===== config.mk =====
export PLATFORM = sky130hd
export DESIGN_NAME = if_fetch_queue_flat
export DESIGN_NICKNAME = d
export VERILOG_FILES = /design/src/rtl/if_fetch_queue_pkg.sv /design/src/rtl/if_fetch_queue_if.sv /design/src/rtl/if_fetch_queue_mem.sv /design/src/rtl/if_fetch_queue.sv /design/src/flat_wrapper.sv
export SDC_FILE = /design/constraint.sdc
export NUM_CORES = 1
export LEC_CHECK = 0
export ABC_AREA = 1
export ABC_CLOCK_PERIOD_IN_PS = 15000
export BUFFER_PORTS_ARGS = -buffer_cell sky130_fd_sc_hd__buf_2
export CAP_MARGIN = 15
export CORE_UTILIZATION = 45
export CTS_BUF_LIST = sky130_fd_sc_hd__clkbuf_8 sky130_fd_sc_hd__clkbuf_16
export DETAILED_ROUTE_END_ITERATION = 12
export PLACE_DENSITY = 0.71
export SYNTH_ARGS = -nofsm -noshare
export SYNTH_HDL_FRONTEND = slang
export SYNTH_SLANG_ARGS = --single-unit

===== constraint.sdc =====
create_clock -name clk -period 15 [get_ports clk]
set_input_delay 0 -clock clk [delete_from_list [all_inputs] [get_ports clk]]
set_output_delay 0 -clock clk [all_outputs]
set_load 0.05 [all_outputs]

===== src/rtl/if_fetch_queue_pkg.sv =====
// Shared definitions for the fetch-to-decode queue: NOP encoding, default sizes
// and field positions inside the packed {npc, instr, pc} entry word.
package if_fetch_queue_pkg;

    localparam logic [31:0] NOP_INSTR = 32'h0000_0013;

    localparam int unsigned IFQ_DEPTH = 4;
    localparam int unsigned IFQ_XLEN  = 32;

    // Field slots within an entry; slot k occupies bits [k*XLEN +: XLEN].
    localparam int unsigned ENT_PC_IDX    = 0;
    localparam int unsigned ENT_INSTR_IDX = 1;
    localparam int unsigned ENT_NPC_IDX   = 2;
    localparam int unsigned ENT_FIELDS    = 3;

endpackage


===== src/rtl/if_fetch_queue_if.sv =====
// Fetch/decode handshake bundle around the fetch queue.
// master = fetch/decode side, slave = the queue itself.
interface if_fetch_queue_if #(
    parameter int unsigned XLEN  = 32,
    parameter int unsigned DEPTH = 4
);
    localparam int unsigned CW = $clog2(DEPTH) + 1;

    logic            if_valid;
    logic [XLEN-1:0] if_pc;
    logic [XLEN-1:0] if_instr;
    logic [XLEN-1:0] if_npc;
    logic            if_ready;
    logic            if_stall;
    logic            id_valid;
    logic [XLEN-1:0] id_pc;
    logic [XLEN-1:0] id_instr;
    logic [XLEN-1:0] id_npc;
    logic            id_ready;
    logic            flush;
    logic [CW-1:0]   count;

    modport master (
        output if_valid, if_pc, if_instr, if_npc, id_ready, flush,
        input  if_ready, if_stall, id_valid, id_pc, id_instr, id_npc, count
    );

    modport slave (
        input  if_valid, if_pc, if_instr, if_npc, id_ready, flush,
        output if_ready, if_stall, id_valid, id_pc, id_instr, id_npc, count
    );

endinterface


===== src/rtl/if_fetch_queue_mem.sv =====
// Entry storage for the fetch queue: one synchronous write port, one
// asynchronous read port, contents deliberately not reset.
module fq_mem #(
    parameter int unsigned DEPTH = 4,
    parameter int unsigned W     = 96
) (
    input  logic                     clk,
    input  logic                     we,
    input  logic [$clog2(DEPTH)-1:0] waddr,
    input  logic [W-1:0]             wdata,
    input  logic [$clog2(DEPTH)-1:0] raddr,
    output logic [W-1:0]             rdata
);

    logic [W-1:0] mem_q [DEPTH];

    always_ff @(posedge clk) begin
        if (we) mem_q[waddr] <= wdata;
    end

    assign rdata = mem_q[raddr];

endmodule


===== src/rtl/if_fetch_queue.sv =====
// Decoupling FIFO between fetch and decode with single-cycle redirect flush.
// Optional zero-latency empty-queue bypass enabled by defining IFQ_BYPASS_EN.
module if_fetch_queue
    import if_fetch_queue_pkg::*;
#(
    parameter int unsigned DEPTH = IFQ_DEPTH,
    parameter int unsigned XLEN  = IFQ_XLEN
) (
    input  logic            clk,
    input  logic            rst,
    if_fetch_queue_if.slave fq
);

    localparam int unsigned PW = $clog2(DEPTH);
    localparam int unsigned CW = PW + 1;
    localparam int unsigned EW = ENT_FIELDS * XLEN;

    logic [PW-1:0] wr_ptr_q, wr_ptr_d;
    logic [PW-1:0] rd_ptr_q, rd_ptr_d;
    logic [CW-1:0] count_q,  count_d;

    logic          empty_c, full_c, bypass_c;
    logic          push_c, pop_c, wr_en_c;
    logic [EW-1:0] wr_entry_c, rd_entry_c;

    // Handshake qualification and next pointer/occupancy state.
    always_comb begin
        empty_c  = (count_q == '0);
        full_c   = (count_q == CW'(DEPTH));
`ifdef IFQ_BYPASS_EN
        bypass_c = empty_c & fq.if_valid & ~fq.flush;
`else
        bypass_c = 1'b0;
`endif
        push_c   = fq.if_valid & ~full_c & ~fq.flush;
        pop_c    = ~empty_c & fq.id_ready & ~fq.flush;
        // A bypassed triple taken by decode the same cycle is never stored.
        wr_en_c  = push_c & ~(bypass_c & fq.id_ready);

        wr_ptr_d = wr_ptr_q;
        rd_ptr_d = rd_ptr_q;
        count_d  = count_q + CW'(wr_en_c) - CW'(pop_c);
        if (wr_en_c) wr_ptr_d = wr_ptr_q + PW'(1);
        if (pop_c)   rd_ptr_d = rd_ptr_q + PW'(1);
        if (fq.flush) begin
            wr_ptr_d = '0;
            rd_ptr_d = '0;
            count_d  = '0;
        end
    end

    always_ff @(posedge clk or posedge rst) begin
        if (rst) begin
            wr_ptr_q <= '0;
            rd_ptr_q <= '0;
            count_q  <= '0;
        end else begin
            wr_ptr_q <= wr_ptr_d;
            rd_ptr_q <= rd_ptr_d;
            count_q  <= count_d;
        end
    end

    assign wr_entry_c = {fq.if_npc, fq.if_instr, fq.if_pc};

    fq_mem #(
        .DEPTH (DEPTH),
        .W     (EW)
    ) u_mem (
        .clk   (clk),
        .we    (wr_en_c),
        .waddr (wr_ptr_q),
        .wdata (wr_entry_c),
        .raddr (rd_ptr_q),
        .rdata (rd_entry_c)
    );

    // Head presentation: bypass, stored head, or an idle NOP bubble.
    always_comb begin
        fq.id_valid = 1'b0;
        fq.id_pc    = '0;
        fq.id_instr = XLEN'(NOP_INSTR);
        fq.id_npc   = '0;
        if (bypass_c) begin
            fq.id_valid = 1'b1;
            fq.id_pc    = fq.if_pc;
            fq.id_instr = fq.if_instr;
            fq.id_npc   = fq.if_npc;
        end else if (!empty_c) begin
            fq.id_valid = 1'b1;
            fq.id_pc    = rd_entry_c[ENT_PC_IDX*XLEN    +: XLEN];
            fq.id_instr = rd_entry_c[ENT_INSTR_IDX*XLEN +: XLEN];
            fq.id_npc   = rd_entry_c[ENT_NPC_IDX*XLEN   +: XLEN];
        end
    end

    assign fq.if_ready = ~full_c;
    assign fq.if_stall = full_c;
    assign fq.count    = count_q;

`ifndef SYNTHESIS
    count_in_range: assert property (@(posedge clk) disable iff (rst) count_q <= CW'(DEPTH));
`endif

endmodule


===== src/flat_wrapper.sv =====
// flat-port wrapper written by rule: the top's interface ports become plain ports
module if_fetch_queue_flat import if_fetch_queue_pkg::*;
#(
    parameter int unsigned DEPTH = IFQ_DEPTH,
    parameter int unsigned XLEN  = IFQ_XLEN
)
  (clk, rst, fq_if_valid, fq_if_pc, fq_if_instr, fq_if_npc, fq_id_ready, fq_flush, fq_if_ready, fq_if_stall, fq_id_valid, fq_id_pc, fq_id_instr, fq_id_npc, fq_count);
  if_fetch_queue_if #(.XLEN(XLEN), .DEPTH(DEPTH)) fq_i ();
  input  logic clk;
  input  logic rst;
  input wire logic [$bits(fq_i.if_valid)-1:0] fq_if_valid;
  input wire logic [$bits(fq_i.if_pc)-1:0] fq_if_pc;
  input wire logic [$bits(fq_i.if_instr)-1:0] fq_if_instr;
  input wire logic [$bits(fq_i.if_npc)-1:0] fq_if_npc;
  input wire logic [$bits(fq_i.id_ready)-1:0] fq_id_ready;
  input wire logic [$bits(fq_i.flush)-1:0] fq_flush;
  output wire logic [$bits(fq_i.if_ready)-1:0] fq_if_ready;
  output wire logic [$bits(fq_i.if_stall)-1:0] fq_if_stall;
  output wire logic [$bits(fq_i.id_valid)-1:0] fq_id_valid;
  output wire logic [$bits(fq_i.id_pc)-1:0] fq_id_pc;
  output wire logic [$bits(fq_i.id_instr)-1:0] fq_id_instr;
  output wire logic [$bits(fq_i.id_npc)-1:0] fq_id_npc;
  output wire logic [$bits(fq_i.count)-1:0] fq_count;
  assign fq_i.if_valid = fq_if_valid;
  assign fq_i.if_pc = fq_if_pc;
  assign fq_i.if_instr = fq_if_instr;
  assign fq_i.if_npc = fq_if_npc;
  assign fq_i.id_ready = fq_id_ready;
  assign fq_i.flush = fq_flush;
  assign fq_if_ready = fq_i.if_ready;
  assign fq_if_stall = fq_i.if_stall;
  assign fq_id_valid = fq_i.id_valid;
  assign fq_id_pc = fq_i.id_pc;
  assign fq_id_instr = fq_i.id_instr;
  assign fq_id_npc = fq_i.id_npc;
  assign fq_count = fq_i.count;
  if_fetch_queue #(.DEPTH(DEPTH), .XLEN(XLEN)) u_core (.clk(clk), .rst(rst), .fq(fq_i));
endmodule

# Yosys cells after proc, flatten, opt, wreduce, memory -nomap -nowiden
# Memory sizes are Yosys's and may differ from the RTL's.
# Cells that the tools add are included.
# classes
n_addsub	4
mul	0
n_div	0
magnitude_cmp	0
n_eq_ne	1
shifts	0
mux	11
n_bitwise	7
n_reduce_logical	3
# op_table
cell	n
two-way mux 32 bit	3
two-way mux 2 bit	4
adder 2 x 1 -> 2 bit, second input constant	2
bitwise AND 1 bit	4
nonzero test 2 bit	2
adder 3 x 1 -> 3 bit	1
== test 3 bit, second input constant	1
zero test 3 bit	1
two-way mux 1 bit	3
two-way mux 3 bit	1
NOT 1 bit	3
subtractor 3 x 1 -> 3 bit	1
# word_totals
register_bits	7
latchBits	0
ram_bits	384
mem_bits_ro	0
inputBits	101
word_cells	30
memories	1
# mem_list
name	words	word_bits	rd	rd_clocked_by_memory_dff	write_ports	line	source
u_core.u_mem.mem_q	4	96	1	0	1	if_fetch_queue_mem.sv:15	logic [W-1:0] mem_q [DEPTH];

# Logic depth before layout (Yosys ltp)
# Gate-level depths: netlist of run 1.
# depth
depth_word	7
depth_mapped	12
mapped_depth_nobuf	12

# Cells and area by module
# From an unflattened synthesis of run 1, not the netlist that was laid out.
# unflattened
hier_cells	1767
hier_area_um2	17322.9
# by_module_without_submodules
module	n_inst	cells_each	area_each_um2	seq_area_each_um2
fq_mem	1	1512	16077.9	11531.1
if_fetch_queue	1	255	1244.9	175.2

# Worst setup path after synthesis of run 1
# OpenSTA, ideal clock, no wires.
# synth_path
path_type	register -> register
from	register u_core.count_q[1] (netlist: u_core.fq.count[1])
to	memory u_core.u_mem.mem_q[0][0], enable pin
setup_time_ns	0.552
arrival_ns	5.621
slack_ns	8.827
path_stages_with_launch	5
period_less_slack_ns	6.173
cell_sequence	dfrtp_1 -> inv_1 -> nand3_1 -> nand3_1 -> nor2_1
# synth_via
elab_chain_cells	6
# synth_lines
item	line	source
start, declared	if_fetch_queue.sv:20	logic [CW-1:0] count_q, count_d;
start signal, assigned	if_fetch_queue.sv:60	count_q <= count_d;
== test 3 bit	if_fetch_queue.sv:29	full_c = (count_q == CW'(DEPTH));
NOT 1 bit	-	
named net fq_if_ready	flat_wrapper.sv:17	output wire logic [$bits(fq_i.if_ready)-1:0] fq_if_ready;
bitwise AND 1 bit (2 in series)	if_fetch_queue.sv:35	push_c = fq.if_valid & ~full_c & ~fq.flush;
two-way mux 1 bit	if_fetch_queue_mem.sv:18	if (we) mem_q[waddr] <= wdata;
two-way mux 1 bit (not written as such)	if_fetch_queue_mem.sv:18	
end, declared	if_fetch_queue_mem.sv:15	
# The timed path passes the listed nets, and every way through them passes these cells.

# Worst setup path after layout of run 1
# layout_path
from	register u_core.rd_ptr_q[1]
to	output port fq_id_pc[28]
# layout_via
elab_chain_cells	2
# layout_lines
item	line	source
start, declared	if_fetch_queue.sv:19	logic [PW-1:0] rd_ptr_q, rd_ptr_d;
start signal, assigned	if_fetch_queue.sv:59	rd_ptr_q <= rd_ptr_d;
memory (4 x 96 bit)	-	
two-way mux 32 bit	if_fetch_queue.sv:89	end else if (!empty_c) begin
end, declared	flat_wrapper.sv:20	output wire logic [$bits(fq_i.id_pc)-1:0] fq_id_pc;
# No other way between the ends.

==> results.tsv, run 1 <==
stage	metric	value	unit
status	outcome	finished clean	
cts	CTS tree	done	
die	Initial Utilization	0.458	
min_path	path type of the worst min-delay path	input port to register	
synthesis	main flop type after synthesis	edfxtp_1	
die	chip height	195	microns
global_routing	vias in the first global route	11500	
cts	H-tree levels	2	
critical_path	CP required	15000	ps
cells_and_area	finished layout cell area	0.0203	sq mm
placement	placed cell count	2181	
die	Placement Rows	70	
synthesis	FFs w/ async S/R, synth	0.0179	
timing	RSZ-0062 raised after global routing	false	
global_routing	initial antenna violation count	2	
timing	Fin. Hold Viols	0	
synthesis	Synth warnings	0	
global_routing	first-pass GRT wire length	58700	microns
cells_and_area	nets@finish	1964	
placement	post-DP HPWL	20200	microns
timing	final worst slack	11460	ps
synthesis	Synth top area share	0.687	
timing	Final min period	3540	ps
timing	Setup TNS	0	ps
timing	period utilization	0.236	
synthesis	area leader, netlist	edfxtp_1	
timing	# setup viols final	0	
cts	cells resized by post-CTS repair	0	
cts	Clock Root Buffer	clkbuf_16	
drt	Post-DRT Antenna Nets	0	
cells_and_area	layout cell share with drive strength beyond 1	0.149	
timing	Max Transition Viols Final	0	
drt	vias	11300	
timing	slew margin rel.	0.219	
die	Die ar.	0.0381	sq mm
timing	Hold WS	196	ps
cts	Clock Latency Late Sink	530	ps
placement	pre-CTS setup slack	11510	ps
pwr	pwr dens	182	mW/mm^2
critical_path	crit path DAT	3540	ps
cells_and_area	number of fill cells	3015	
critical_path	critical path class	register to output port	
placement	placed inst area	0.0181	sq mm
synthesis	post-synthesis sequential area ratio	0.697	
pwr	maximum vdd ir drop	0.206	mV
die	num ports	203	
global_routing	global route overflow	0	
synthesis	Mapped Avg Cell Area	10.7	sq um
cts	post-CTS setup repair buffer count	0	
drt	routed wire length	36700	microns
critical_path	Crit. End Element	output port	
synthesis	cells after synthesis	1571	
die	total core area	0.0367	sq mm
global_routing	pin count of the biggest net entering global routing	107	
drt	1st-pass router iterations	5	
run	MaxCap Viol Count	0	
cells_and_area	Final Non-Filler Cells	2353	
critical_path	crit-path max FO	60	
synthesis	synth unique cells	22	
global_routing	GRT Resource Usage Total	0.196	
placement	port buffer count	202	
timing	worst slew pin tran	1170	ps
synthesis	syn nets	1679	
timing	Setup Skew	9.01	ps
cts	Max Root-Sink Buffers	3	
synthesis	synth cell count leaders	inv_1 (393), nand2_1 (392), edfxtp_1 (384)	
pwr	Lkg Pwr	9.15	nW
drt	post-route DRC violation count	0	
cts	clock sink count	391	
cts	hold buffer count at CTS	101	
drt	1st-iter DRT viols	803	
synthesis	Synth Cell Area	0.0168	sq mm
critical_path	Worst Setup Start Kind	register	
synthesis	Post-synth EDFFs	384	
drt	Via density	4.80	
synthesis	Seq cells post-synth	391	
placement	gpl congestion	0.755	
drt	wire per inst	15.6	microns
synthesis	most area-consuming cells after synthesis	edfxtp_1 (69%), inv_1 (8.8%), nand2_1 (8.8%)	
cells_and_area	Layout area overhead	21.0	%
cts	Worst-path clk slew	60	ps
synthesis	count leader, synth	inv_1	
cts	Num CTS Buffers	40	
timing	Max Freq	283	MHz
die	die width	195	microns
critical_path	R2R Setup Slk	11570	ps
[cell usage in the layout (no fill, tap or decap), drive strengths merged]
cell and n:
o21ai 3, nand2 393, diode 2, nand3 196
a21oi 94, nand4 4, o211ai 3, dfrtp 7
clkinvlp 1, fa 1, dlygate4sd3 101, buf 216
edfxtp 384, bufinv 3, ha 6, clkinv 16
clkbuf 42, nor2 9, inv 404
[state kept, by name, indices dropped and copies added (netlist names)]
signal and cells:
u_core.fq.count 3, u_core.rd_ptr_q 2, u_core.u_mem.mem_q 384, u_core.wr_ptr_q 2
[cell type report]
class / instances / area [sq um] / area share
Antenna cell: 2 / 5.00 / 0.000246
Clock buffer: 42 / 1040 / 0.0511
Clock inverter: 27 / 201 / 0.00991
Inverter: 397 / 1500 / 0.0737
Multi-Input combinational cell: 709 / 3160 / 0.155
Sequential cell: 391 / 11700 / 0.576
Tap cell: 468 / 586 / 0.0288
Timing Repair Buffer: 317 / 2130 / 0.105
[final timing paths]
path	startpoint	to	cells past startpoint
min in group asynchronous	rst	u_core.fq.count[0]	4
hold / removal	fq_flush	u_core.fq.count[0]	3
hold reg to reg	u_core.wr_ptr_q[0]	u_core.wr_ptr_q[0]	2
setup reg to reg	u_core.fq.count[1]	u_core.u_mem.mem_q[1][43]	6
max in group asynchronous	rst	u_core.rd_ptr_q[0]	4
setup / recovery	u_core.rd_ptr_q[1]	fq_id_pc[28]	5
[kinds of logic (layout without fill, tap and decap cells)]
logic type               count (synthesis)  count (layout)  synth area share
flip-flops                             391             391             0.697
adder cells (fa/ha/maj)                  7               7           0.00566
buffers and inverters                  471             783             0.117
other                                    0               2                 0
AO/OA/AOI/OAI                          100             100            0.0302
AND/OR/NAND/NOR                        602             602             0.150
[power by group]
part           leakage [nW]  switching, W  internal (W)  total (W)
clock network         0.641      0.000388      0.000550   0.000938
logic                  4.94       0.00115      0.000300    0.00145
registers              3.57     0.0000327       0.00127    0.00130
[per-layer routing]
| layer | vias to the layer above | track usage | part of all wire |
|---|---|---|---|
| li1 | 5562 | - | - |
| met1 | 5357 | 0.243 | 0.42 |
| met2 | 324 | 0.349 | 0.50 |
| met3 | 58 | 0.0352 | 0.058 |
| met4 | 0 | 0.0595 | 0.019 |
| met5 | - | 0 | 0 |
[critical path: stages, from the launching register on]
cell and delay (ps):
dfrtp_4 720, clkinv_2 600, buf_4 770, nand3_1 140, a21oi_1 330, buf_2 330
[through the flow]
stage	util	total power, W
detailed placement	0.492	0.00276
global route	0.554	0.00386
floorplan	-	0.00244
finish	0.554	0.00369
CTS	0.554	0.00372
global placement	0.492	0.00274
Power figures use the tool's default switching activity.
==> inputs of run 2 (changes only) <==
--- a/config.mk
+++ b/config.mk
@@ -5,14 +5,14 @@
 export SDC_FILE = /design/constraint.sdc
 export NUM_CORES = 1
 export LEC_CHECK = 0
-export ABC_AREA = 1
-export ABC_CLOCK_PERIOD_IN_PS = 15000
+export ABC_AREA = 0
+export ABC_CLOCK_PERIOD_IN_PS = 3150
 export BUFFER_PORTS_ARGS = -buffer_cell sky130_fd_sc_hd__buf_2
 export CAP_MARGIN = 15
 export CORE_UTILIZATION = 45
 export CTS_BUF_LIST = sky130_fd_sc_hd__clkbuf_8 sky130_fd_sc_hd__clkbuf_16
 export DETAILED_ROUTE_END_ITERATION = 12
-export PLACE_DENSITY = 0.71
+export PLACE_DENSITY = 0.74
 export SYNTH_ARGS = -nofsm -noshare
 export SYNTH_HDL_FRONTEND = slang
 export SYNTH_SLANG_ARGS = --single-unit
==> constraint.sdc (replaced) <==
create_clock -name clk -period 3.15 [get_ports clk]
set_input_delay 0 -clock clk [delete_from_list [all_inputs] [get_ports clk]]
set_output_delay 0 -clock clk [all_outputs]
set_load 0.05 [all_outputs]
==> run 2 against run 1 <==
Worst hold slack gained 43 ps. Count of clock-buffer cells in the layout grew 1. Via count shrank 33%. Sequential cell count is the same. Utilization grew 2.4 points. Global-route usage shrank 2.2 points. Critical path depth shrank 1. Register-to-register slack lost 11000 ps. Clock skew grew 3.9 ps. Non-clock buffer count grew 5. Total power grew to 4.3 times the previous value. Combinational power grew to 3.8 times the previous value. Critical path type unchanged. Largest cell class unchanged. Largest power group is now registers.
==> results.tsv, run 2 <==
stage	metric	value	unit	change
cts	Num CTS Buffers	39		-2.5%
synthesis	Seq cells post-synth	391		unchanged
global_routing	initial antenna violation count	2		unchanged
pwr	maximum vdd ir drop	0.729	mV	+250%
die	Placement Rows	66		-5.7%
synthesis	most area-consuming cells after synthesis	edfxtp_1 (77%), mux4_2 (14%), and2_1 (4.1%)		
drt	post-route DRC violation count	0		unchanged
timing	Max Transition Viols Final	0		unchanged
pwr	pwr dens	846	mW/mm^2	+370%
synthesis	area leader, netlist	edfxtp_1		
synthesis	Synth Cell Area	0.0149	sq mm	-11%
global_routing	first-pass GRT wire length	44200	microns	-25%
cells_and_area	most frequent cells in the layout	edfxtp_1 (384), buf_2 (202), dlygate4sd3_1 (102)		
cts	cells resized by post-CTS repair	0		unchanged
cts	Clock Root Buffer	clkbuf_16		
drt	vias	7547		-33%
synthesis	FFs w/ async S/R, synth	0.0179		unchanged
critical_path	Worst path max stage delay	940	ps	+170 ps
die	Initial Utilization	0.458		about the same
global_routing	pin count of the biggest net entering global routing	56		-48%
synthesis	Synth warnings	0		unchanged
placement	post-DP HPWL	17200	microns	-15%
synthesis	Synth top area share	0.772		+0.0851
cells_and_area	Layout area overhead	26.2	%	
cts	Max Root-Sink Buffers	3		unchanged
placement	port buffer count	202		unchanged
cts	clock sink count	391		unchanged
timing	worst slew pin tran	783	ps	-389 ps
timing	Setup Skew	12.9	ps	+3.87 ps
drt	1st-iter DRT viols	544		-32%
cts	CTS tree	done		
critical_path	Slowest-stage cell, CP	dfrtp_4		
timing	slew margin rel.	0.478		+0.259
synthesis	Post-synth EDFFs	384		unchanged
synthesis	cells after synthesis	659		-58%
cells_and_area	Largest Register	u_core.u_mem.mem_q		
timing	RSZ-0062 raised after global routing	false		
synthesis	count leader, synth	edfxtp_1		
global_routing	GRT Resource Usage Total	0.174		-0.0220
cts	Worst-path clk slew	60	ps	about the same
status	outcome	finished clean		
critical_path	CP Cell Sequence	buf_4 -> mux4_2 -> and2_1 -> buf_2		
critical_path	critical path class	register to output port		
critical_path	crit path DAT	2580	ps	-960 ps
drt	wire per inst	19.9	microns	+28%
timing	Final min period	2580	ps	
placement	placed inst area	0.0166	sq mm	-8.1%
cells_and_area	max reg flops	384		unchanged
timing	Fin. Hold Viols	0		unchanged
critical_path	crit-path max FO	50		-17%
cells_and_area	nets@finish	1097		-44%
cts	Clock Latency Late Sink	510	ps	-20 ps
die	total core area	0.0326	sq mm	-11%
cells_and_area	most common cell after layout, fill and taps aside	edfxtp_1		
drt	1st-pass router iterations	5		unchanged
cells_and_area	Final Non-Filler Cells	1462		-38%
synthesis	synth unique cells	27		+23%
run	MaxCap Viol Count	0		unchanged
global_routing	vias in the first global route	7753		-32%
pwr	Lkg Pwr	6.58	nW	-28%
placement	gpl congestion	0.747		-1.0%
critical_path	Crit. End Element	output port		
synthesis	syn nets	767		-54%
timing	Max Freq	387	MHz	
timing	Hold WS	239	ps	+42.6 ps
synthesis	Mapped Avg Cell Area	22.7	sq um	+110%
timing	Setup TNS	0	ps	unchanged
die	chip height	184	microns	-5.6%
critical_path	CP required	3150	ps	-11850 ps
placement	placed cell count	1288		-41%
min_path	path type of the worst min-delay path	input port to register		
timing	# setup viols final	0		unchanged
drt	routed wire length	29100	microns	-21%
die	num ports	203		unchanged
cells_and_area	final core occ	0.578		+0.0243
die	Die ar.	0.0339	sq mm	-11%
drt	Via density	5.16		+7.5%
cells_and_area	finished layout cell area	0.0189	sq mm	-7.2%
global_routing	global route overflow	0		unchanged
critical_path	Worst Setup Start Kind	register		
cts	H-tree levels	2		unchanged
synthesis	post-synthesis sequential area ratio	0.783		+0.0864
timing	period utilization	0.820		
cells_and_area	layout cell share with drive strength beyond 1	0.372		+0.223
synthesis	synth cell count leaders	edfxtp_1 (384), and2_1 (97), mux4_2 (96)		
drt	Post-DRT Antenna Nets	0		unchanged
synthesis	main flop type after synthesis	edfxtp_1		
die	die width	184	microns	-5.6%
[run 2: changes by cell type in the layout (fill, tap and decap cells not counted), sizes merged, moves of 3 or more]
| cell | delta |
|---|---|
| a21oi | -92 |
| and2 | +97 |
| buf | +4 |
| inv | -386 |
| mux4 | +96 |
| nand2 | -392 |
| nand3 | -196 |
| nand4 | -4 |
| nor2 | -4 |
| o211ai | -3 |
| or2 | +3 |
[run 2: area by class of cell]
class                           count  area, sq um
Inverter                            9         33.8
Clock buffer                       43         1050
Clock inverter                     27          171
Sequential cell                   391        11700
Tap cell                          442          553
Multi-Input combinational cell    226         3040
Antenna cell                        2         5.00
Timing Repair Buffer              322         2290
Fill cell                        2419        13800
[run 2: per-stage QoR]
| step | setup slack, ps | power (W) |
|---|---|---|
| 2_1_floorplan | 60.9 | 0.0104 |
| 3_3_place_gp | 980 | 0.0116 |
| 3_5_place_dp | 891 | 0.0117 |
| 4_1_cts | 533 | 0.0161 |
| 5_1_grt | 414 | 0.0166 |
| 6_report | 568 | 0.0160 |
[run 2: cell families (layout without fill, tap and decap cells)]
group	Yosys count	after routing	synth area share
flops	391	391	0.783
simple gates	114	114	0.0470
mux	97	97	0.145
buf+inv	42	401	0.0143
fa+ha+maj	7	7	0.00636
compound gates	5	5	0.00184
xor+xnor	3	3	0.00176
other cells	0	2	0
[run 2: repair_timing]
action | in CTS | in global routing
endpoints found under the setup margin | 0 | 0
setup buffers | 0 | 0
endpoints found under the hold margin | 398 | 0
hold buffers | 102 | 0
[run 2: final timing paths]
check	startpoint	endpoint	slack [ps]	depth (start not counted)
setup / recovery	u_core.rd_ptr_q[1]	fq_id_instr[5]	570	4
hold / removal	fq_if_pc[12]	u_core.u_mem.mem_q[2][12]	240	2
setup reg to reg	u_core.fq.count[2]	u_core.u_mem.mem_q[2][75]	810	4
hold reg to reg	u_core.wr_ptr_q[1]	u_core.wr_ptr_q[1]	620	2
max in group asynchronous	rst	u_core.rd_ptr_q[1]	2340	4
min in group asynchronous	rst	u_core.wr_ptr_q[1]	540	4
[run 2: report_power, final]
group / leakage (nW) / switching [W] / total (W) / internal [W]
Combinational: 2.37 / 0.00372 / 0.00545 / 0.00172
Clock: 0.638 / 0.00179 / 0.00435 / 0.00256
Sequential: 3.57 / 0.000156 / 0.00616 / 0.00600
[run 2: layer usage]
layer	global-route usage	routed length, microns	vias up
met1	0.246	12600	3876
met4	0.0460	509	2
met3	0.0344	1880	46
li1	-	-	3347
met2	0.280	14100	276
met5	0	13	-
[run 2: critical path, delay by kind of cell (launching register included)]
family                 cells  cell delay, ps
buffers and inverters      2             570
flip-flops                 1             940
multiplexers               1             330
AND/OR/NAND/NOR            1             200
==> inputs of run 3 (changes only) <==
--- a/config.mk
+++ b/config.mk
@@ -6,7 +6,7 @@
 export NUM_CORES = 1
 export LEC_CHECK = 0
 export ABC_AREA = 0
-export ABC_CLOCK_PERIOD_IN_PS = 3150
+export ABC_CLOCK_PERIOD_IN_PS = 2200
 export BUFFER_PORTS_ARGS = -buffer_cell sky130_fd_sc_hd__buf_2
 export CAP_MARGIN = 15
 export CORE_UTILIZATION = 45
==> constraint.sdc (replaced) <==
create_clock -name clk -period 2.2 [get_ports clk]
set_input_delay 0 -clock clk [delete_from_list [all_inputs] [get_ports clk]]
set_output_delay 0 -clock clk [all_outputs]
set_load 0.05 [all_outputs]
==> run 3 against run 2 <==
The run now ends with setup timing left. Worst hold slack better by 2.1 ps. Global-route usage up 0.85 points. Combinational power increased by 79%. Utilization up 2.8 points. First-iteration DRC count fell by 17%. Total power increased by 54%. Count of clock-buffer cells in the layout fell by 2. Worst setup slack got worse by 610 ps. Sequential share of layout area fell by 2.8 points. Via count up 2.3%. Routed wire length is 10% higher. Critical path type unchanged. Critical endpoint is now fq_id_npc[27]. Highest routed layer unchanged.
==> results.tsv, run 3 (synthesis gave the netlist of run 2 again) <==
stage	metric	value	unit	change
pwr	clock power share	0.249		-0.024
timing	# setup viols final	24		+24
cells_and_area	max reg flops	384		unchanged
critical_path	crit-path max FO	9		-82%
pwr	Switching Power	0.00866	W	+53%
pwr	internal power	0.0160	W	+55%
global_routing	GRT Resource Usage Total	0.183		+0.00853
drt	1st-pass router iterations	4		-1
cells_and_area	layout cell share with drive strength beyond 1	0.432		+0.0598
timing	slew margin rel.	0.743		+0.265
pwr	switching part of the total power	0.352		-0.00384
critical_path	Crit. End Element	output port		
global_routing	initial antenna violation count	2		unchanged
min_path	path type of the worst min-delay path	input port to register		
die	Initial Utilization	0.458		unchanged
timing	Final min period	2250	ps	
critical_path	Worst Setup Start Kind	register		
global_routing	vias in the first global route	8366		+7.9%
die	die width	184	microns	unchanged
drt	post-route DRC violation count	0		unchanged
timing	Setup Skew	16.8	ps	+3.95 ps
cts	Num CTS Buffers	40		+2.6%
critical_path	CP required	2200	ps	-950 ps
pwr	Gate power share	0.397		+0.055
placement	post-DP HPWL	17800	microns	+3.6%
cells_and_area	finished layout cell area	0.0198	sq mm	+4.8%
cts	Worst-path clk slew	60	ps	about the same
cells_and_area	most common cell after layout, fill and taps aside	edfxtp_1		
timing	worst slew pin tran	386	ps	-397 ps
cells_and_area	Layout area overhead	32.3	%	
pwr	register share of total power	0.355		-0.031
global_routing	first-pass GRT wire length	46200	microns	+4.7%
run	MaxCap Viol Count	0		unchanged
status	failing checks	setup timing		
timing	Max Transition Viols Final	0		unchanged
timing	Hold WS	241	ps	+2.14 ps
timing	Fin. Hold Viols	0		unchanged
cells_and_area	Final Non-Filler Cells	1489		+1.8%
status	outcome	finished, violations left		
placement	port buffer count	202		unchanged
critical_path	Reg2Reg Depth	9		+5
drt	vias	7717		+2.3%
cts	H-tree levels	2		unchanged
cts	Clock Latency Late Sink	520	ps	about the same
cts	Max Root-Sink Buffers	3		unchanged
drt	Post-DRT Antenna Nets	0		unchanged
drt	routed wire length	32200	microns	+10%
placement	placed cell count	1304		+1.2%
placement	placed inst area	0.0169	sq mm	+1.7%
drt	1st-iter DRT viols	449		-17%
placement	gpl congestion	0.712		-4.7%
die	num ports	203		unchanged
timing	RSZ-0062 raised after global routing	true		
die	chip height	184	microns	unchanged
timing	final worst slack	-45.8	ps	-614 ps
die	Placement Rows	66		unchanged
drt	wire per inst	21.6	microns	+8.3%
cells_and_area	nets@finish	1128		+2.8%
min_path	hold path depth	2		unchanged
drt	Via density	5.18		+0.40%
cells_and_area	Largest Register	u_core.u_mem.mem_q		
pwr	Lkg Pwr	6.90	nW	+4.9%
pwr	maximum vdd ir drop	0.943	mV	+29%
critical_path	crit path DAT	2250	ps	-330 ps
cts	CTS tree	done		
cts	clock sink count	391		unchanged
pwr	pwr dens	1250	mW/mm^2	+47%
critical_path	critical path class	register to output port		
timing	period utilization	1.02		
die	total core area	0.0326	sq mm	unchanged
die	Die ar.	0.0339	sq mm	unchanged
global_routing	global route overflow	0		unchanged
global_routing	pin count of the biggest net entering global routing	65		+16%
timing	Max Freq	445	MHz	
cells_and_area	most frequent cells in the layout	edfxtp_1 (384), buf_2 (138), dlygate4sd3_1 (101)		
cts	Clock Root Buffer	clkbuf_16		
-- run 3: cell types whose count changed in the layout (fill, tap and decap cells not counted), sizes merged --
| cell | previous run | this run |
|---|---|---|
| buf | 220 | 247 |
| dlygate4sd3 | 102 | 101 |
| diode | 2 | 1 |
| clkinv | 15 | 16 |
| clkinvlp | 1 | 2 |
| bufinv | 2 | 1 |
| inv | 18 | 17 |
| clkbuf | 43 | 45 |
-- run 3: final timing paths --
check                              startpoint                   endpoint  slack [ps]
max in group asynchronous                 rst         u_core.rd_ptr_q[0]        1440
min reg2reg                u_core.wr_ptr_q[1]         u_core.wr_ptr_q[1]         620
max reg2reg                u_core.fq.count[0]         u_core.fq.count[2]         120
max                        u_core.rd_ptr_q[0]              fq_id_npc[27]         -50
min                             fq_if_npc[21]  u_core.u_mem.mem_q[0][85]         240
min in group asynchronous                 rst         u_core.wr_ptr_q[1]         520
-- run 3: cell type report --
class	count	area (sq um)
fillers	2202	12900
flip-flops and latches	391	11700
multi-input cells	226	3160
repair buffers	352	3130
clock buffers	41	1030
well taps	442	553
clock inverters	27	149
inverters	9	33.8
diodes	1	2.50
-- run 3: per-stage QoR --
step	power [W]	utilization	setup TNS, ps	worst slack, ps
after global placement	0.0170	0.518	0	129
after detailed placement	0.0170	0.518	0	108
after CTS	0.0242	0.597	-1560	-87.3
after floorplan	0.0149	-	0	15.1
final	0.0246	0.606	-319	-45.8
after global routing	0.0256	0.606	-3320	-96.0
-- run 3: worst max-delay path, cell delays in order (launching register included) --
cell	delay, ps
dfrtp_4	460
buf_12	190
buf_16	170
mux4_2	560
and2_4	190
buf_6	140
-- run 3: repair_timing --
| action | 4_1_cts | 5_1_grt |
|---|---|---|
| buffers inserted | 5 | 4 |
| hold buffers | 101 | 0 |
| hold endpoints to repair | 398 | 0 |
| gates cloned | 1 | 5 |
| gates resized for setup | 114 | 56 |
| pin swaps | 0 | 0 |
| endpoints found under the setup margin | 87 | 87 |
-- run 3: power by group through the flow --
stage	Combinational, W	Sequential [W]	Clock, W
floorplan	0.00599	0.00890	0
finish	0.00978	0.00874	0.00613
global route	0.0102	0.00876	0.00655
CTS	0.00925	0.00873	0.00623
global placement	0.00808	0.00889	0
detailed placement	0.00812	0.00892	0
-- run 3: per-layer routing --
layer  track usage  share of wire  wire length [microns]  vias to the layer above
met5             0        0.00040                     13                        -
met4        0.0463          0.016                    530                        2
met3        0.0452          0.069                   2230                       50
met2         0.335           0.53                  17200                      266
met1         0.214           0.38                  12200                     3994
li1              -              -                      -                     3405
